<file path="src/rtl/mem_lsu_pkg.sv">
// Shared constants for the load/store unit: opcodes, func3 codes, FSM encodings
// and the access-size helper used by the lane logic.
package mem_lsu_pkg;

  localparam logic [6:0] INST_TYPE_L = 7'b0000011;
  localparam logic [6:0] INST_TYPE_S = 7'b0100011;

  localparam logic [2:0] INST_LB  = 3'b000;
  localparam logic [2:0] INST_LH  = 3'b001;
  localparam logic [2:0] INST_LW  = 3'b010;
  localparam logic [2:0] INST_LBU = 3'b100;
  localparam logic [2:0] INST_LHU = 3'b101;
  localparam logic [2:0] INST_SB  = 3'b000;
  localparam logic [2:0] INST_SH  = 3'b001;
  localparam logic [2:0] INST_SW  = 3'b010;

  localparam logic [1:0] LSU_IDLE = 2'd0;
  localparam logic [1:0] LSU_REQ  = 2'd1;
  localparam logic [1:0] LSU_WAIT = 2'd2;
  localparam logic [1:0] LSU_DONE = 2'd3;

  typedef enum logic [1:0] {
    SZ_BYTE = 2'd0,
    SZ_HALF = 2'd1,
    SZ_WORD = 2'd2
  } acc_size_t;

  function automatic acc_size_t func3_size(input logic [2:0] func3);
    acc_size_t size;
    case (func3[1:0])
      2'b00:   size = SZ_BYTE;
      2'b01:   size = SZ_HALF;
      default: size = SZ_WORD;
    endcase
    return size;
  endfunction

endpackage

</file>
<file path="src/rtl/mem_lsu_align.sv">
// Byte-lane logic: legality, lane enables, store replication and load
// extraction/extension. Purely combinational.
module mem_lsu_align
  import mem_lsu_pkg::*;
(
  input  logic        we,
  input  logic [2:0]  func3,
  input  logic [1:0]  addr_lo,
  input  logic [31:0] wdata,
  input  logic [31:0] rdata,
  output logic [3:0]  be,
  output logic [31:0] wdata_lane,
  output logic [31:0] rdata_ext,
  output logic        legal
);

  acc_size_t          size;
  logic               func3_ok;
  logic               aligned;
  logic signed [7:0]  ld_byte;
  logic signed [15:0] ld_half;

  always_comb begin
    size = func3_size(func3);

    // Store codes SB/SH/SW share encodings with LB/LH/LW; there is no SBU/SHU.
    case (func3)
      INST_LB, INST_LH, INST_LW: func3_ok = 1'b1;
      INST_LBU, INST_LHU:        func3_ok = !we;
      default:                   func3_ok = 1'b0;
    endcase

    case (size)
      SZ_BYTE: aligned = 1'b1;
      SZ_HALF: aligned = !addr_lo[0];
      default: aligned = (addr_lo == 2'b00);
    endcase

    legal = func3_ok && aligned;

    ld_byte = rdata[{addr_lo, 3'b000} +: 8];
    ld_half = addr_lo[1] ? rdata[31:16] : rdata[15:0];

    case (size)
      SZ_BYTE: begin
        be         = 4'b0001 << addr_lo;
        wdata_lane = {4{wdata[7:0]}};
        rdata_ext  = func3[2] ? {24'b0, ld_byte} : 32'(ld_byte);
      end
      SZ_HALF: begin
        be         = addr_lo[1] ? 4'b1100 : 4'b0011;
        wdata_lane = {2{wdata[15:0]}};
        rdata_ext  = func3[2] ? {16'b0, ld_half} : 32'(ld_half);
      end
      default: begin
        be         = 4'b1111;
        wdata_lane = wdata;
        rdata_ext  = rdata;
      end
    endcase
  end

endmodule

</file>
<file path="src/rtl/mem_lsu.sv">
// Load/store unit: one req/gnt/rvalid data-bus access per instruction,
// with pipeline hold, load writeback and error pulse on illegal access or timeout.
module mem_lsu
  import mem_lsu_pkg::*;
#(
  parameter int TIMEOUT_CYCLES = 255,
  parameter int CNT_W          = 8
) (
  input  logic        clk,
  input  logic        rst_n,
  input  logic        ls_valid_i,
  input  logic        ls_we_i,
  input  logic [2:0]  ls_func3_i,
  input  logic [31:0] ls_addr_i,
  input  logic [31:0] ls_wdata_i,
  input  logic [4:0]  rd_addr_i,
  output logic        mem_req_o,
  output logic        mem_we_o,
  output logic [31:0] mem_addr_o,
  output logic [3:0]  mem_be_o,
  output logic [31:0] mem_wdata_o,
  input  logic        mem_gnt_i,
  input  logic        mem_rvalid_i,
  input  logic [31:0] mem_rdata_i,
  output logic [4:0]  rd_addr_o,
  output logic [31:0] rd_data_o,
  output logic        rd_wen_o,
  output logic        hold_flag_o,
  output logic        err_o
);

  localparam logic [CNT_W-1:0] CNT_LAST = CNT_W'(TIMEOUT_CYCLES - 1);

  logic [1:0]       state;
  logic [1:0]       state_next;
  logic [CNT_W-1:0] cnt;
  logic             err_q;

  logic             we_q;
  logic [2:0]       func3_q;
  logic [31:0]      addr_q;
  logic [31:0]      wdata_q;
  logic [4:0]       rd_q;
  logic [31:0]      rdata_q;

  logic             in_idle;
  logic             in_req;
  logic             in_wait;
  logic             a_we;
  logic [2:0]       a_func3;
  logic [1:0]       a_addr_lo;
  logic [31:0]      a_wdata;
  logic [3:0]       be;
  logic [31:0]      wdata_lane;
  logic [31:0]      rdata_ext;
  logic             legal;
  logic             accept;
  logic             illegal;
  logic             timeout;
  logic             load_done;

  assign in_idle = (state == LSU_IDLE);
  assign in_req  = (state == LSU_REQ);
  assign in_wait = (state == LSU_WAIT);

  // In IDLE the lane logic judges the incoming instruction; afterwards it
  // works on the latched copy so bus fields stay stable until gnt.
  assign a_we      = in_idle ? ls_we_i          : we_q;
  assign a_func3   = in_idle ? ls_func3_i       : func3_q;
  assign a_addr_lo = in_idle ? ls_addr_i[1:0]   : addr_q[1:0];
  assign a_wdata   = in_idle ? ls_wdata_i       : wdata_q;

  mem_lsu_align u_align (
    .we         (a_we),
    .func3      (a_func3),
    .addr_lo    (a_addr_lo),
    .wdata      (a_wdata),
    .rdata      (mem_rdata_i),
    .be         (be),
    .wdata_lane (wdata_lane),
    .rdata_ext  (rdata_ext),
    .legal      (legal)
  );

  assign accept  = in_idle && ls_valid_i && legal;
  assign illegal = in_idle && ls_valid_i && !legal;
  // A grant or rvalid arriving on the last allowed cycle still completes.
  assign timeout = ((in_req && !mem_gnt_i) || (in_wait && !mem_rvalid_i)) &&
                   (cnt == CNT_LAST);

  always_comb begin
    state_next = state;
    case (state)
      LSU_IDLE: if (accept) state_next = LSU_REQ;
      LSU_REQ: begin
        if (mem_gnt_i)    state_next = we_q ? LSU_DONE : LSU_WAIT;
        else if (timeout) state_next = LSU_IDLE;
      end
      LSU_WAIT: begin
        if (mem_rvalid_i) state_next = LSU_DONE;
        else if (timeout) state_next = LSU_IDLE;
      end
      default:            state_next = LSU_IDLE;
    endcase
  end

  // Control stage: FSM, timeout counter, error pulse.
  always_ff @(posedge clk or negedge rst_n) begin
    if (!rst_n) begin
      state <= LSU_IDLE;
      cnt   <= '0;
      err_q <= 1'b0;
    end else begin
      state <= state_next;
      err_q <= illegal || timeout;
      if (!in_idle && (state_next == LSU_REQ || state_next == LSU_WAIT))
        cnt <= cnt + 1'b1;
      else
        cnt <= '0;
    end
  end

  // Data stage: instruction fields at acceptance, load data at rvalid.
  always_ff @(posedge clk) begin
    if (accept) begin
      we_q    <= ls_we_i;
      func3_q <= ls_func3_i;
      addr_q  <= ls_addr_i;
      wdata_q <= ls_wdata_i;
      rd_q    <= rd_addr_i;
    end
    if (in_wait && mem_rvalid_i)
      rdata_q <= rdata_ext;
  end

  assign load_done = (state == LSU_DONE) && !we_q;

  // Every output is gated by state so the unreset data registers never leak.
  assign mem_req_o   = in_req;
  assign mem_we_o    = in_req && we_q;
  assign mem_addr_o  = in_req ? {addr_q[31:2], 2'b00} : 32'b0;
  assign mem_be_o    = in_req ? be : 4'b0;
  assign mem_wdata_o = in_req ? wdata_lane : 32'b0;

  assign rd_wen_o    = load_done;
  assign rd_addr_o   = load_done ? rd_q : 5'b0;
  assign rd_data_o   = load_done ? rdata_q : 32'b0;

  assign hold_flag_o = rst_n && (accept || in_req || in_wait);
  assign err_o       = err_q;

endmodule

</file>
<file path="config.mk">
export PLATFORM = sky130hd
export DESIGN_NAME = mem_lsu
export DESIGN_NICKNAME = d
export VERILOG_FILES = /design/src/rtl/mem_lsu_pkg.sv /design/src/rtl/mem_lsu_align.sv /design/src/rtl/mem_lsu.sv
export SDC_FILE = /design/constraint.sdc
export NUM_CORES = 1
export LEC_CHECK = 0
export CORE_MARGIN = 2
export CORE_UTILIZATION = 35
export DETAILED_ROUTE_END_ITERATION = 6
export GPL_ROUTABILITY_DRIVEN = 1
export PLACE_DENSITY = 0.74
export SETUP_SLACK_MARGIN = 0.4
export SYNTH_ARGS = -nofsm -noshare
export SYNTH_HDL_FRONTEND = slang
export SYNTH_SLANG_ARGS = --single-unit
</file>
<file path="constraint.sdc">
create_clock -name clk -period 10.25 [get_ports clk]
set_clock_uncertainty 0.2 [all_clocks]
set_input_delay 1.5375 -clock clk [delete_from_list [all_inputs] [get_ports clk]]
set_output_delay 1.5375 -clock clk [all_outputs]
set_load 0.01 [all_outputs]
</file>
==> flow_metrics.env, run 1 <==
export IMPL_outcome="complete, but fails checks"
export IMPL_failed_checks="DRC"
export IMPL_synth_top_area_cell="edfxtp_1"
export IMPL_critPathMaxStageDelay_ps=930
export IMPL_pwr_share_seq=0.335
export IMPL_critPathBufInv=4
export IMPL_cts_root_buf="clkbuf_16"
export IMPL_grt_pass1_wl_mm=25.2
export IMPL_ir_drop_mv=0.136
export IMPL_vias_per_cell=5.12
export IMPL_grt_pass1_vias=4824
export IMPL_coreArea_sq_um=15700
export IMPL_remaining_drc_errors=1
export IMPL_nets=825
export IMPL_synth_top_cells_by_area="edfxtp_1 56%, and2_1 8.5%, nand2_1 5.2%"
export IMPL_min_period_ps=5920
export IMPL_h_tree_depth=4
export IMPL_fill_cells=1318
export IMPL_dieArea_sq_um=17000
export IMPL_grt_overflow=0
export IMPL_ys_seq_area_frac=0.614
export IMPL_syn_area_per_cell_sq_um=11.1
export IMPL_cts_made_buffers=17
export IMPL_holdBufCountCts=0
export IMPL_setup_tns_ps=0
export IMPL_drive_above_1_share=0.0579
export IMPL_io_pins=220
export IMPL_multiInputGateArea_sq_um=1970
export IMPL_yosys_warnings=0
export IMPL_relSlewSlack=0.220
export IMPL_postCtsSetupBuffers=0
export IMPL_gp_congestion=0.941
export IMPL_synthCells=505
export IMPL_p_per_area_nw_per_um2=232
export IMPL_area_delta_synth_final_pct=52.0
export IMPL_whs_ps=345
export IMPL_crit_fanout=12
export IMPL_power_frac_clock=0.282
export IMPL_drt_total_wl_mm=16.9
export IMPL_register_area_sq_um=3430
export IMPL_cts_buffer_depth=2
export IMPL_place_hpwl_mm=12.2
export IMPL_antenna_cells=0
export IMPL_grt_max_degree=42
export IMPL_cp_slowest_cell="a31oi_1"
export IMPL_setup_worst_path_start="ls_func3_i[1]"
export IMPL_switching_share=0.336
export IMPL_p_int_uw=1310
export IMPL_rows=46
export IMPL_switching_power_uw=662
export IMPL_synth_top_area_frac=0.565
export IMPL_p_leak_uw=0.00312
export IMPL_antenna_found_initial=0
export IMPL_synthesis_area_sq_um=5580
export IMPL_ctsResizeCount=0
export IMPL_worstRegToRegCells=5
export IMPL_synth_most_common_cell="edfxtp_1"
export IMPL_reg2reg_from="state[1]"
export IMPL_holdPathStages=2
export IMPL_first_pass_iters=7
export IMPL_clock_sinks=116
export IMPL_path_class="input port to output port"
export IMPL_cp_data_required_time_ps=8510
export IMPL_grt_use_total=0.199
export IMPL_die_h_microns=130
export IMPL_ys_seq_elements=116
export IMPL_worstHoldStart="cnt[7]"
export IMPL_crit_family="buffers and inverters"
export IMPL_finalSetupViolCount=0
export IMPL_ys_flop_type="edfxtp_1"
export IMPL_rsz0062_at_grt="no"
export IMPL_synth_edf_count=105
export IMPL_drt_initial_drc_count=436
export IMPL_port_buffers=217
export IMPL_cp_start_kind="input port"
export IMPL_fmaxAchievable_ghz=0.169
export IMPL_hold_viol_final=0
export IMPL_die_width_microns=130
export IMPL_hold_path_class="register to register"
export IMPL_cts_tree="yes"
export IMPL_maxSlewViolCount=0
export IMPL_wl_per_cell_microns=18.0
export IMPL_cp_data_arrival_time_ps=4180
export IMPL_critPathCaptureType="output port"
export IMPL_floorplan_initialDensity=0.355
export IMPL_p_comb_frac=0.383
export IMPL_drv_cap=0
export IMPL_path_cells="clkdlybuf4s50_1 > inv_1 > a31oi_1 > inv_1 > a221oi_1 > clkdlybuf4s50_1"
export IMPL_tightest_slew_ps=1160
export IMPL_final_antenna_net_count=0
export IMPL_synthArstFlopShare=0.0948
export IMPL_crit_cells=6
export IMPL_synthDistinctLibCells=49
export IMPL_vias=4820
export IMPL_clk_latency_ps=410
export IMPL_fin_crit_sh=0.577
export IMPL_synth_commonest_cells="105 x edfxtp_1, 78 x nand2_1, 76 x and2_1"
export IMPL_path_clk_slew_ps=50
-- worst register-to-register path, stage by stage, from the launching register on --
cell and delay (ps):
dfrtp_1 540, nor2_2 730, nor3b_1 100, a31oi_1 880, nor2_1 500, a221o_1 500
-- layout make-up --
type,count,area share
Timing Repair Buffer,223,0.261
Tap cell,216,0.0318
Clock inverter,12,0.0136
Sequential cell,116,0.404
Multi-Input combinational cell,342,0.233
Inverter,13,0.00575
Clock buffer,19,0.0510
-- final timing paths --
kind | end | slack, ps
setup reg to reg | rdata_q[5] | 6530
min in group asynchronous | err_o | 1280
max in group asynchronous | cnt[1] | 8210
setup / recovery | mem_wdata_o[31] | 4330
hold / removal | cnt[7] | 350
hold reg to reg | cnt[7] | 350
-- per-layer routing --
layer / track usage / up-vias / wire, microns
met4: 0.0961 / 0 / 465
li1: - / 2231 / -
met3: 0.0734 / 31 / 1680
met1: 0.231 / 2280 / 6630
met2: 0.329 / 278 / 8170
met5: 0 / - / 0
-- placed cells by master (no fill, tap or decap), types with 5 or more instances in the layout --
master	count
nor2_1	22
inv_1	13
o21ai_0	28
a221o_1	15
a21oi_1	33
nand3_1	25
xor2_1	5
edfxtp_1	105
a311oi_1	6
buf_4	6
and2_1	76
dfrtp_1	11
nand2_1	78
clkbuf_16	17
clkdlybuf4s50_1	217
-- registers in the layout, summed over array words and instances, names as in the netlist, 2 cells and up --
signal   cells
addr_q      32
cnt          8
func3_q      3
rd_q         5
rdata_q     32
state        2
wdata_q     32
-- power groups by stage --
stage / registers [uW] / clock network (uW) / logic (uW)
finish: 660 / 556 / 755
global route: 668 / 587 / 824
CTS: 660 / 566 / 758
detailed placement: 669 / 0 / 752
global placement: 667 / 0 / 739
floorplan: 657 / 0 / 424
-- stage by stage --
stage / area, sq um / setup slack (ps) / std cells / power [uW] / utilization
final: 8490 / 4330 / 941 / 1970 / 0.540
after global routing: 8490 / 4210 / 941 / 2080 / 0.540
after CTS: 8490 / 4360 / 941 / 1980 / 0.540
after detailed placement: 7940 / 4390 / 910 / 1420 / 0.505
after global placement: 7940 / 4450 / 910 / 1410 / 0.505
after floorplan: 5590 / 2220 / 506 / 1080 / -
-- kinds of logic (layout without fill, tap and decap cells) --
family / Yosys count / count (layout) / share of synthesized area
AO/OA/AOI/OAI: 100 / 100 / 0.115
XOR/XNOR: 6 / 6 / 0.00941
adder cells (fa/ha/maj): 2 / 2 / 0.00448
buffers and inverters: 48 / 267 / 0.0365
flip-flops: 116 / 116 / 0.614
multiplexers: 8 / 8 / 0.0179
other: 1 / 2 / 0.000672
AND/OR/NAND/NOR: 224 / 224 / 0.202
(Power assumes the default switching activity.)
==> inputs of run 2 (changes only) <==
clock period = 5.57 ns   (was 10.25 ns; I/O delays follow)
==> run 2 against run 1 <==
  * The run now ends clean
  * Clock power rose by 82%
  * Critical endpoint unchanged
  * Via count rose by 1.0%
  * Largest power group unchanged
  * Design area rose by 0.29%
  * Count of clock-buffer cells in the layout fell by 2
  * Power rose by 85%
  * Cell count rose by 0.21%
  * Critical path depth fell by 1
  * Register-to-register slack got worse by 4600 ps
==> flow_metrics.env, run 2 (synthesized netlist as in run 1, its figures left out) <==
export IMPL_outcome="finished clean"
export IMPL_drive_above_1_share=0.0591
export IMPL_floorplan_initialDensity=0.355
export IMPL_cp_data_arrival_time_ps=3530
export IMPL_clk_latency_ps=410
export IMPL_place_hpwl_mm=11.9
export IMPL_whs_ps=338
export IMPL_coreArea_sq_um=15700
export IMPL_fin_crit_sh=0.820
export IMPL_antenna_cells=0
export IMPL_path_clk_slew_ps=50
export IMPL_io_pins=220
export IMPL_setup_tns_ps=0
export IMPL_maxSlewViolCount=0
export IMPL_die_h_microns=130
export IMPL_holdBufCountCts=0
export IMPL_remaining_drc_errors=0
export IMPL_cts_tree="yes"
export IMPL_nets=828
export IMPL_reg_largest_list="addr_q x32, rdata_q x32, wdata_q x32"
export IMPL_vias_per_cell=5.16
export IMPL_cts_root_buf="clkbuf_16"
export IMPL_final_common_cell="clkdlybuf4s50_1"
export IMPL_fmaxAchievable_ghz=0.219
export IMPL_p_per_area_nw_per_um2=429
export IMPL_drv_cap=0
export IMPL_tightest_slew_ps=1240
export IMPL_cts_made_buffers=17
export IMPL_clock_sinks=116
export IMPL_final_cell_mix="217 x clkdlybuf4s50_1, 105 x edfxtp_1, 78 x nand2_1, 76 x and2_1, 33 x a21oi_1"
export IMPL_final_cells=943
export IMPL_min_period_ps=4560
export IMPL_grt_max_degree=69
export IMPL_grt_pass1_vias=4882
export IMPL_h_tree_depth=4
export IMPL_antenna_found_initial=0
export IMPL_port_buffers=217
export IMPL_dieArea_sq_um=17000
export IMPL_grt_use_total=0.201
export IMPL_finalSetupViolCount=0
export IMPL_postCtsSetupBuffers=0
export IMPL_cts_buffer_depth=2
export IMPL_grt_overflow=0
export IMPL_vias=4870
export IMPL_rows=46
export IMPL_die_width_microns=130
export IMPL_placed_cell_area_sq_um=7970
export IMPL_ir_drop_mv=0.223
export IMPL_rsz0062_at_grt="no"
export IMPL_crit_fanout=21
export IMPL_critPathCaptureType="output port"
export IMPL_first_pass_iters=5
export IMPL_finalWorstSetupSlack_ps=1010
export IMPL_cp_data_required_time_ps=4530
export IMPL_relSlewSlack=0.175
export IMPL_dp_cells=913
export IMPL_ctsResizeCount=0
export IMPL_wl_per_cell_microns=17.8
export IMPL_path_class="register to output port"
export IMPL_hold_viol_final=0
export IMPL_gp_congestion=0.856
export IMPL_final_area_sq_um=8510
export IMPL_hold_path_class="register to register"
export IMPL_grt_pass1_wl_mm=25.6
export IMPL_drt_total_wl_mm=16.8
export IMPL_drt_initial_drc_count=330
export IMPL_final_antenna_net_count=0
export IMPL_p_leak_uw=0.00312
export IMPL_pre_cts_ws_ps=1190
export IMPL_area_delta_synth_final_pct=52.4
export IMPL_cp_start_kind="register"
## run 2: layer usage
metal  share of wire  vias to the layer above  GRT usage
li1                -                     2232          -
met1            0.39                     2321      0.241
met2            0.49                      279      0.336
met3           0.096                       38     0.0681
met4           0.025                        0     0.0740
met5               0                        -          0
## run 2: through the flow
| stage | power [uW] | utilization |
|---|---|---|
| after floorplan | 1980 | - |
| after global placement | 2610 | 0.507 |
| after detailed placement | 2640 | 0.507 |
| after CTS | 3670 | 0.542 |
| after global routing | 3850 | 0.542 |
| final | 3660 | 0.542 |
## run 2: worst paths after layout
kind                       slack [ps]               to      from  cells past startpoint
max                              1010  mem_wdata_o[31]  state[0]                      5
min                               340           cnt[0]    cnt[0]                      1
max reg2reg                      1930      wdata_q[19]  state[1]                      6
min reg2reg                       340           cnt[0]    cnt[0]                      1
max in group asynchronous        4220           cnt[0]     rst_n                      1
min in group asynchronous         580           cnt[2]     rst_n                      1
## run 2: power by group
part / internal (uW) / total, uW / switching [uW]
registers: 1140 / 1220 / 73.5
clock network: 641 / 1010 / 373
logic: 637 / 1420 / 787
total: 2420 / 3660 / 1230
## run 2: final cells by class
class | instances | area [sq um]
clock inverter | 13 | 119
timing repair buffer | 226 | 2240
fill | 1354 | 7200
tap | 216 | 270
inverter | 13 | 48.8
multi-input combinational | 342 | 1980
clock buffer | 17 | 425
sequential | 116 | 3430
## run 2: critical path: stages (launching register included)
cell,delay (ps)
dfrtp_1,550
nor2_2,760
o31a_1,740
o21ai_0,220
a221oi_1,250
clkdlybuf4s50_1,590
==> inputs of run 3 (changes only) <==
PLACE_DENSITY = 0.76   (was 0.74)
clock period = 3.7 ns   (was 5.57 ns; I/O delays follow)
==> run 3 against run 2 <==
  * Highest routed layer unchanged
  * Global-route usage grew 0.43 points
  * Largest cell class unchanged
  * Critical path type unchanged
  * Count of clock-buffer cells in the layout grew 1
  * Flip-flop and latch count is the same
  * Via count grew 4.1%
  * Sequential share of layout area shrank 1.5 points
  * Sequential power grew 49%
  * Register-to-register slack lost 1200 ps
  * First-iteration DRC count grew 31%
  * Clock power grew 50%
  * Setup slack lost 610 ps
  * Design area grew 4.0%
==> flow_metrics.env, run 3 (synthesized netlist as in run 1, its figures left out) <==
export IMPL_outcome="finished clean"
export IMPL_cts_tree="yes"
export IMPL_drv_cap=0
export IMPL_drive_above_1_share=0.106
export IMPL_nets=857
export IMPL_vias=5070
export IMPL_io_pins=220
export IMPL_drt_total_wl_mm=17.6
export IMPL_final_cell_mix="191 x clkdlybuf4s50_1, 105 x edfxtp_1, 78 x nand2_1, 76 x and2_1, 32 x a21oi_1"
export IMPL_fin_crit_sh=0.894
export IMPL_antenna_found_initial=1
export IMPL_tightest_slew_ps=979
export IMPL_coreArea_sq_um=15700
export IMPL_grt_overflow=0
export IMPL_grt_use_total=0.205
export IMPL_vias_per_cell=5.21
export IMPL_reg_largest_list="addr_q x32, rdata_q x32, wdata_q x32"
export IMPL_die_h_microns=130
export IMPL_place_hpwl_mm=12.7
export IMPL_final_area_sq_um=8850
export IMPL_path_clk_slew_ps=50
export IMPL_crit_fanout=10
export IMPL_rsz0062_at_grt="yes"
export IMPL_port_buffers=217
export IMPL_cts_buffer_depth=2
export IMPL_rows=46
export IMPL_first_pass_iters=6
export IMPL_dp_cells=925
export IMPL_path_class="register to output port"
export IMPL_relSlewSlack=0.345
export IMPL_placed_cell_area_sq_um=8070
export IMPL_finalSetupViolCount=0
export IMPL_maxSlewViolCount=0
export IMPL_cts_made_buffers=17
export IMPL_gp_congestion=0.906
export IMPL_hold_viol_final=0
export IMPL_cp_data_arrival_time_ps=2550
export IMPL_min_period_ps=3310
export IMPL_remaining_drc_errors=0
export IMPL_ir_drop_mv=0.438
export IMPL_cp_start_kind="register"
export IMPL_clk_latency_ps=420
export IMPL_fill_cells=1279
export IMPL_die_width_microns=130
export IMPL_area_delta_synth_final_pct=58.5
export IMPL_floorplan_initialDensity=0.355
export IMPL_grt_max_degree=42
export IMPL_wl_per_cell_microns=18.1
export IMPL_fmaxAchievable_ghz=0.302
export IMPL_final_common_cell="clkdlybuf4s50_1"
export IMPL_final_antenna_net_count=0
export IMPL_cts_root_buf="clkbuf_16"
export IMPL_hold_path_class="input port to async pin"
export IMPL_p_per_area_nw_per_um2=654
export IMPL_critPathCaptureType="output port"
export IMPL_clock_sinks=116
export IMPL_p_leak_uw=0.00349
export IMPL_grt_pass1_vias=5033
export IMPL_cp_data_required_time_ps=2940
export IMPL_dieArea_sq_um=17000
export IMPL_h_tree_depth=4
export IMPL_grt_pass1_wl_mm=26.0
export IMPL_final_cells=974
export IMPL_drt_initial_drc_count=431
[run 3: worst paths after layout]
kind                            slack [ps]          start  cells after the start         endpoint
min in group clk                       320  ls_func3_i[1]                      1       func3_q[1]
worst max-delay path                   390       state[1]                      7  mem_wdata_o[17]
worst max register to register         730       state[1]                      8      rdata_q[14]
max in group asynchronous             2900          rst_n                      2         state[0]
worst min register to register         350         cnt[0]                      1           cnt[0]
worst min-delay path                   230          rst_n                      2         state[1]
[run 3: report_power, final]
part	switching (uW)	total (uW)	internal, uW
Combinational	1300	2440	1150
Clock	557	1520	968
Sequential	101	1820	1720
Total	1950	5790	3830
[run 3: cell type report]
class,count,area [sq um],area share
clock inverters,13,118,0.0133
multi-input cells,342,2030,0.229
diodes,1,2.50,0.000283
flip-flops and latches,116,3430,0.388
inverters,13,52.6,0.00594
repair buffers,255,2520,0.285
clock buffers,18,429,0.0485
well taps,216,270,0.0305
[run 3: routing by layer]
metal  vias to the layer above  track usage  share of wire
li1                       2296            -              -
met1                      2391        0.242           0.37
met2                       329        0.342           0.49
met3                        54       0.0574          0.097
met4                         0        0.107          0.038
met5                         -            0              0
[run 3: through the flow]
stage	total power, uW	setup TNS [ps]	util	setup WS (ps)	hold slack, ps
floorplan	3000	-12240	-	-168	59.4
detailed placement	4070	0	0.513	217	338
CTS	5660	0	0.553	311	233
global route	6080	0	0.563	286	243
global placement	4020	0	0.513	275	317
finish	5790	0	0.563	394	231
[run 3: critical path: stages (launching register included)]
cell and delay [ps]:
dfrtp_2 460, or2_4 300, buf_12 140, o21ai_4 220
buf_4 220, nand2_1 70, a21oi_1 130, clkdlybuf4s50_1 590
[run 3: what timing repair did]
item / in CTS / in global routing
resized for setup: 29 / 23
setup buffers: 6 / 10
endpoints found under the setup margin: 59 / 22
endpoints found under the hold margin: 0 / 0
hold buffers: 0 / 0
gates cloned: 0 / 1
pin swaps: 1 / 1
